## config.mk

```make
export PLATFORM = sky130hd
export DESIGN_NAME = cache_control_wb
export DESIGN_NICKNAME = d
export VERILOG_FILES = /design/src/rtl/cache_control_wb.sv
export SDC_FILE = /design/constraint.sdc
export NUM_CORES = 1
export LEC_CHECK = 0
export CAP_MARGIN = 20
export CORE_MARGIN = 2
export CORE_UTILIZATION = 49
export DETAILED_ROUTE_END_ITERATION = 16
export GPL_TIMING_DRIVEN = 0
export PLACE_DENSITY_LB_ADDON = 0.3
export REMOVE_ABC_BUFFERS = 1
export SLEW_MARGIN = 0
export SYNTH_ARGS = -nofsm -noshare
export SYNTH_HDL_FRONTEND = slang
export SYNTH_SLANG_ARGS = --single-unit
```

## constraint.sdc

```tcl
create_clock -name clk -period 1.8 [get_ports clk]
set_clock_uncertainty 0.05 [all_clocks]
set_input_delay 0.36 -clock clk [delete_from_list [all_inputs] [get_ports clk]]
set_output_delay 0.36 -clock clk [all_outputs]
set_load 0.01 [all_outputs]
```

## src/rtl/cache_control_wb.sv

```systemverilog
// rtl/cache_control_wb.sv - direct-mapped data cache controller, write-through or write-back
// Sequences CPU hits, line evict/fill and write-through beats; tag/data/valid/dirty storage is external.
module cache_control_wb #(
    parameter int  WAIT_CYCLES = 4,
    parameter int  LINE_WORDS  = 1,
    parameter int  WRITE_BACK  = 0,
    localparam int IDX_W       = (LINE_WORDS > 1) ? $clog2(LINE_WORDS) : 1
) (
    input  logic             clk,
    input  logic             reset,
    input  logic             Strobe,
    input  logic             DRW,
    input  logic             M,
    input  logic             V,
    input  logic             D,
    output logic             DReady,
    output logic             W,
    output logic             WSel,
    output logic             RSel,
    output logic             WTag,
    output logic             SetDirty,
    output logic             ClrDirty,
    output logic             MStrobe,
    output logic             MRW,
    output logic             MAddrSel,
    output logic [IDX_W-1:0] WordIdx,
    output logic             Busy
);

    typedef enum logic [3:0] {
        IDLE, LOOKUP, WB_START, WB_WAIT, FILL_START,
        FILL_WAIT, FILL_WRITE, WT_START, WT_WAIT, DONE
    } state_t;

    localparam logic [IDX_W-1:0] LAST_IDX = IDX_W'(LINE_WORDS - 1);
    localparam logic [7:0]       WAIT_LD  = 8'(WAIT_CYCLES);
    localparam bit               WB_EN    = (WRITE_BACK != 0);

    state_t           state_q, state_d;
    logic [7:0]       cnt_q, cnt_d;
    logic [IDX_W-1:0] idx_q, idx_d;
    logic             hit;
    logic             last_word;

    assign hit       = M & V;
    assign last_word = (idx_q == LAST_IDX);
    assign WordIdx   = idx_q;
    assign Busy      = (state_q != IDLE);

    always_ff @(posedge clk) begin
        if (reset) begin
            state_q <= IDLE;
            cnt_q   <= '0;
            idx_q   <= '0;
        end else begin
            state_q <= state_d;
            cnt_q   <= cnt_d;
            idx_q   <= idx_d;
        end
    end

    always_comb begin
        state_d  = state_q;
        cnt_d    = cnt_q;
        idx_d    = idx_q;
        DReady   = 1'b0;
        W        = 1'b0;
        WSel     = 1'b0;
        RSel     = 1'b0;
        WTag     = 1'b0;
        SetDirty = 1'b0;
        ClrDirty = 1'b0;
        MStrobe  = 1'b0;
        MRW      = 1'b0;
        MAddrSel = 1'b0;

        case (state_q)
            IDLE: begin
                if (Strobe) state_d = LOOKUP;
            end
            LOOKUP: begin
                if (!DRW && hit) begin
                    DReady  = 1'b1;
                    state_d = IDLE;
                end else if (DRW && WB_EN && hit) begin
                    W        = 1'b1;
                    SetDirty = 1'b1;
                    DReady   = 1'b1;
                    state_d  = IDLE;
                end else if (DRW && !WB_EN) begin
                    // Write-through updates the cache only on a hit; misses never allocate.
                    W       = hit;
                    state_d = WT_START;
                end else begin
                    idx_d   = '0;
                    state_d = (WB_EN && V && D) ? WB_START : FILL_START;
                end
            end
            WB_START: begin
                MStrobe  = 1'b1;
                MRW      = 1'b1;
                MAddrSel = 1'b1;
                RSel     = 1'b1;
                cnt_d    = WAIT_LD;
                state_d  = WB_WAIT;
            end
            WB_WAIT: begin
                MRW      = 1'b1;
                MAddrSel = 1'b1;
                RSel     = 1'b1;
                cnt_d    = cnt_q - 8'd1;
                if (cnt_q == 8'd1) begin
                    if (last_word) begin
                        idx_d   = '0;
                        state_d = FILL_START;
                    end else begin
                        idx_d   = idx_q + IDX_W'(1);
                        state_d = WB_START;
                    end
                end
            end
            FILL_START: begin
                MStrobe = 1'b1;
                cnt_d   = WAIT_LD;
                state_d = FILL_WAIT;
            end
            FILL_WAIT: begin
                cnt_d = cnt_q - 8'd1;
                if (cnt_q == 8'd1) state_d = FILL_WRITE;
            end
            FILL_WRITE: begin
                W    = 1'b1;
                WSel = 1'b1;
                if (last_word) begin
                    // A write miss returns to LOOKUP, where the freshly tagged line replays as a hit.
                    WTag     = 1'b1;
                    ClrDirty = 1'b1;
                    idx_d    = '0;
                    state_d  = DRW ? LOOKUP : DONE;
                end else begin
                    idx_d   = idx_q + IDX_W'(1);
                    state_d = FILL_START;
                end
            end
            WT_START: begin
                MStrobe = 1'b1;
                MRW     = 1'b1;
                cnt_d   = WAIT_LD;
                state_d = WT_WAIT;
            end
            WT_WAIT: begin
                MRW   = 1'b1;
                cnt_d = cnt_q - 8'd1;
                if (cnt_q == 8'd1) state_d = DONE;
            end
            DONE: begin
                DReady  = 1'b1;
                state_d = IDLE;
            end
            default: state_d = IDLE;
        endcase
    end

endmodule

```

==> results.env <==
DETAILEDPLACEMENTHPWL_UM=1300
REPORT.FINAL.HOLD_VIOL_COUNT=0
MAX_SLEW_MARGIN=0.646
MULTI_INPUT_COMB_AREA_UM2=664
POST_SYNTH.CELL_AREA_AVG_UM2=7.78
PLACE.GP.CONGESTION=0.801
DIE_WIDTH_UM=46.6
CLOCK.FMAX_GHz=0.555
TIMING.MAX_CAP.VIOLATIONS=0
DIE_AREA_MM2=0.00217
SETUP_TNS_NS=-0.000459
TRACK_USAGE=0.223
TRITONCTS_NUM_SINKS=12
SYNTHTOPCELLSBYAREA='sky130_fd_sc_hd__dfxtp_1 27%, sky130_fd_sc_hd__buf_4 5.1%, sky130_fd_sc_hd__nand2b_1 4.9%'
SEQ_AREA_FRAC_SYNTH=0.271
IOPINCOUNT=19
STATUS='finished with violations'
PORT_BUFFERS=15
MIN-DELAY-PATH-CLASS='register to register'
CP_COMMON_CELL='sky130_fd_sc_hd__buf_6'
PERIOD_MINUS_SLACK_NS=1.80
COMBINATIONALPOWERSHARE=0.627
FLOORPLAN.INITIALDENSITY=0.519
SETUP_WS_NS=-0.000459
FINALCRITPERIODSHARE=1.00
CRITPATHMAXSTAGEDELAY_NS=0.48
GRT_START_MAX_NET_PINS=16
P_LEAK_nW=0.536
DR.FIRST_ITER.DRC_COUNT=14
ANTENNA_FOUND_INITIAL=0
ROUTED_WIRE_LENGTH_PER_INSTANCE_UM=13.8
TIMING.SETUP.CRITICAL_PATH_CLASS='register to output port'
FIRST_GLOBAL_VIAS=824
POST_SYNTH_INST_COUNT=114
POSTROUTEWIRELENGTH_UM=2200
TRITONCTS='yes'
POWER.DENSITY_CELL_AREA_mW_PER_MM2=1420
GRT_SETUP_UNREPAIRED='yes'
DRT_PRE_ANTENNA_ITERS=5
FINALHOLDWORSTSLACK_NS=0.460
NUMBER_OF_VIAS_AFTER_DETAILED_ROUTING=869
DRIVE_GT1_FRAC=0.306
VIOLATIONS_IN_THE_FINAL_REPORTS='setup timing'
PLACEABLECOREAREA_MM2=0.00171
SEQPWRFRAC=0.274
FILL_CELL_INSTANCE_COUNT_OF_THE_FINAL_LAYOUT=131
CRITICAL_PATH_PEAK_FANOUT=5
GRT_FIRST_PASS_WIRELENGTH_UM=3510
WORSTMARGINPINSLEW_NS=0.530
TRITONCTS.NUM_BUFFERS=3
TIMING.CRITICAL_PATH.ARRIVAL_NS=1.39
SETUP_VIOLATIONS=1
TOTAL_OF_FLIP_FLOPS_PLUS_LATCHES_AFTER_SYNTHESIS=12
NETS=145
NUM_ROWS=15
FINAL_MAX_SLEW_VIOL_COUNT=0
LEADING_AREA_CONTRIBUTOR_AFTER_SYNTHESIS='sky130_fd_sc_hd__dfxtp_1'
IR_DROP_V=0.000682
SYNTHDOMINANTCELLAREASHARE=0.271
FLOW.AREA_GROWTH_FROM_SYNTHESIS_PCT=37.9
POST-ROUTE-DRC-COUNT=0
ANTENNA_CELLS_INSERTED=0
SYN-CELL-AREA_UM2=887
SYNTH-WARNING-COUNT=0
CRITPATHTOPFAMILY='simple AND/OR/NAND/NOR gates'
INTERNAL_POWER_mW=0.987
CTS_HOLD_BUF=0
END_KIND='output port'
LAYOUT.CORE_UTILIZATION=0.716
VIA_PER_INST=5.47
HTREEDEPTH=1
TIMING.CRITICAL_PATH.SLOWEST_STAGE_CELL='sky130_fd_sc_hd__or4_4'
DATA_REQUIRED_TIME_OF_THE_CRITICAL_PATH_NS=1.39
CLOCK-ROOT-BUFFER='sky130_fd_sc_hd__clkbuf_4'
PRE_CTS_SLACK_NS=-0.489
WORST_SETUP_HOLD_PATH_CLK_SLEW_NS=0.07
GLOBAL_ROUTE.OVERFLOW_TOTAL=0
DIE_Y_UM=46.6
CTS-ROOT-TO-SINK-BUFFERS=2
CLOCKPOWERSHARE=0.099
POWER_mW=1.73
CLKLATENCYLATEPIN_NS=0.28
CELLS_ALONG_THE_CRITICAL_PATH='buf_6 -> or4_4 -> buf_6'
ANTENNA_LEFT=0
STARTPOINT_TYPE='register'
FF_LATCH_AREA_UM2=255
YOSYS.CELL_TYPES.COUNT=42
SW_FRAC=0.430
P_SWITCHING_mW=0.745
PATH_BUF_INV=2
-- per-stage QoR --
stage               area [µm²]  cells
finish                    1220    159
global route              1220    159
CTS                       1150    156
detailed placement        1000    144
global placement          1000    144
floorplan                  818    104
-- worst reg2reg max path: cells and delay by family (launching register included) --
| family | cells | cell delay [ns] |
|---|---|---|
| AND/OR/NAND/NOR | 2 | 0.48 |
| buffers and inverters | 2 | 0.33 |
| AO/OA/AOI/OAI | 1 | 0.07 |
| flip-flops | 1 | 0.36 |
| multiplexers | 1 | 0.35 |
-- layout by cell type (no fill, tap or decap), types with 5 or more instances in the layout --
cell                            count
sky130_fd_sc_hd__nand2b_1           5
sky130_fd_sc_hd__dfxtp_1            8
sky130_fd_sc_hd__inv_1              5
sky130_fd_sc_hd__nor2_1            10
sky130_fd_sc_hd__nand2_1           11
sky130_fd_sc_hd__dlygate4sd2_1      5
sky130_fd_sc_hd__buf_4              9
-- kinds of logic after synthesis --
group | after synthesis | share of synthesized area
adder cells (fa/ha/maj) | 2 | 0.0282
XOR/XNOR | 2 | 0.0197
AO/OA/AOI/OAI | 24 | 0.193
multiplexers | 3 | 0.0353
flip-flops | 12 | 0.271
AND/OR/NAND/NOR | 54 | 0.346
other | 1 | 0.00423
buffers and inverters | 16 | 0.103
-- sequential cells by signal (all words and copies together) (netlist names) --
| signal | cells |
|---|---|
| state_q | 4 |
| cnt_q | 8 |
-- cell type report --
type	instances	area share
Tap cell	25	0.0256
Timing Repair Buffer	27	0.189
Clock buffer	3	0.0184
Inverter	5	0.0153
Multi-Input combinational cell	87	0.543
Sequential cell	12	0.209
-- path summary, 6_finish.rpt --
path              startpoint  endpoint  slack, ns  cells past startpoint
setup / recovery  state_q[2]      Busy    -0.0005                      3
hold / removal      cnt_q[7]  cnt_q[7]       0.46                      2
setup reg to reg  state_q[2]  cnt_q[5]       0.05                      6
hold reg to reg     cnt_q[7]  cnt_q[7]       0.46                      2
-- layer usage --
layer	vias up	global-route usage	part of all wire	wire length, µm
met2	18	0.397	0.54	1190
li1	438	-	-	-
met3	3	0.0314	0.022	49
met1	410	0.261	0.42	931
met5	-	0	0	0
met4	0	0.0971	0.0096	21
-- power by group through the flow --
| stage | clock [mW] | combinational [mW] | sequential (mW) |
|---|---|---|---|
| 6_report | 0.172 | 1.09 | 0.475 |
| 5_1_grt | 0.181 | 1.20 | 0.492 |
| 4_1_cts | 0.169 | 0.939 | 0.472 |
| 3_5_place_dp | 0 | 0.746 | 0.507 |
| 3_3_place_gp | 0 | 0.734 | 0.500 |
| 2_1_floorplan | 0 | 0.545 | 0.469 |
-- Yosys cell counts --
library cell,n
sky130_fd_sc_hd__dfxtp_1,12
sky130_fd_sc_hd__nand2_1,11
sky130_fd_sc_hd__nor2_1,11
sky130_fd_sc_hd__nand2b_1,7
sky130_fd_sc_hd__buf_4,6
sky130_fd_sc_hd__inv_1,5
sky130_fd_sc_hd__nand3_1,4
sky130_fd_sc_hd__nor2b_1,4
sky130_fd_sc_hd__a211oi_1,3
sky130_fd_sc_hd__a21oi_1,3
sky130_fd_sc_hd__a31oi_1,3
sky130_fd_sc_hd__clkbuf_1,3
sky130_fd_sc_hd__o21ai_0,3
sky130_fd_sc_hd__or4_1,3
sky130_fd_sc_hd__ha_1,2
sky130_fd_sc_hd__mux2i_1,2
sky130_fd_sc_hd__nand3b_1,2
sky130_fd_sc_hd__nor3_1,2
sky130_fd_sc_hd__nor3b_1,2
sky130_fd_sc_hd__o211ai_1,2
sky130_fd_sc_hd__o21bai_1,2
sky130_fd_sc_hd__xor2_1,2
sky130_fd_sc_hd__a2111oi_1,1
sky130_fd_sc_hd__a21boi_0,1
sky130_fd_sc_hd__a21o_1,1
sky130_fd_sc_hd__a221oi_1,1
sky130_fd_sc_hd__a2bb2oi_1,1
sky130_fd_sc_hd__a31oi_2,1
sky130_fd_sc_hd__and3_1,1
sky130_fd_sc_hd__and3b_1,1
sky130_fd_sc_hd__buf_2,1
sky130_fd_sc_hd__buf_6,1
sky130_fd_sc_hd__conb_1,1
sky130_fd_sc_hd__mux2_2,1
sky130_fd_sc_hd__nor4_1,1
sky130_fd_sc_hd__nor4b_1,1
sky130_fd_sc_hd__nor4b_4,1
sky130_fd_sc_hd__o21ai_1,1
sky130_fd_sc_hd__o32a_1,1
sky130_fd_sc_hd__or2_0,1
sky130_fd_sc_hd__or2_1,1
sky130_fd_sc_hd__or3_1,1
-- repair_timing --
item / CTS / global route
pin swaps: 2 / 6
setup buffers: 9 / 3
setup endpoints to repair: 19 / 12
resized for setup: 43 / 18
No activity file was read; power rests on OpenSTA's default activity.
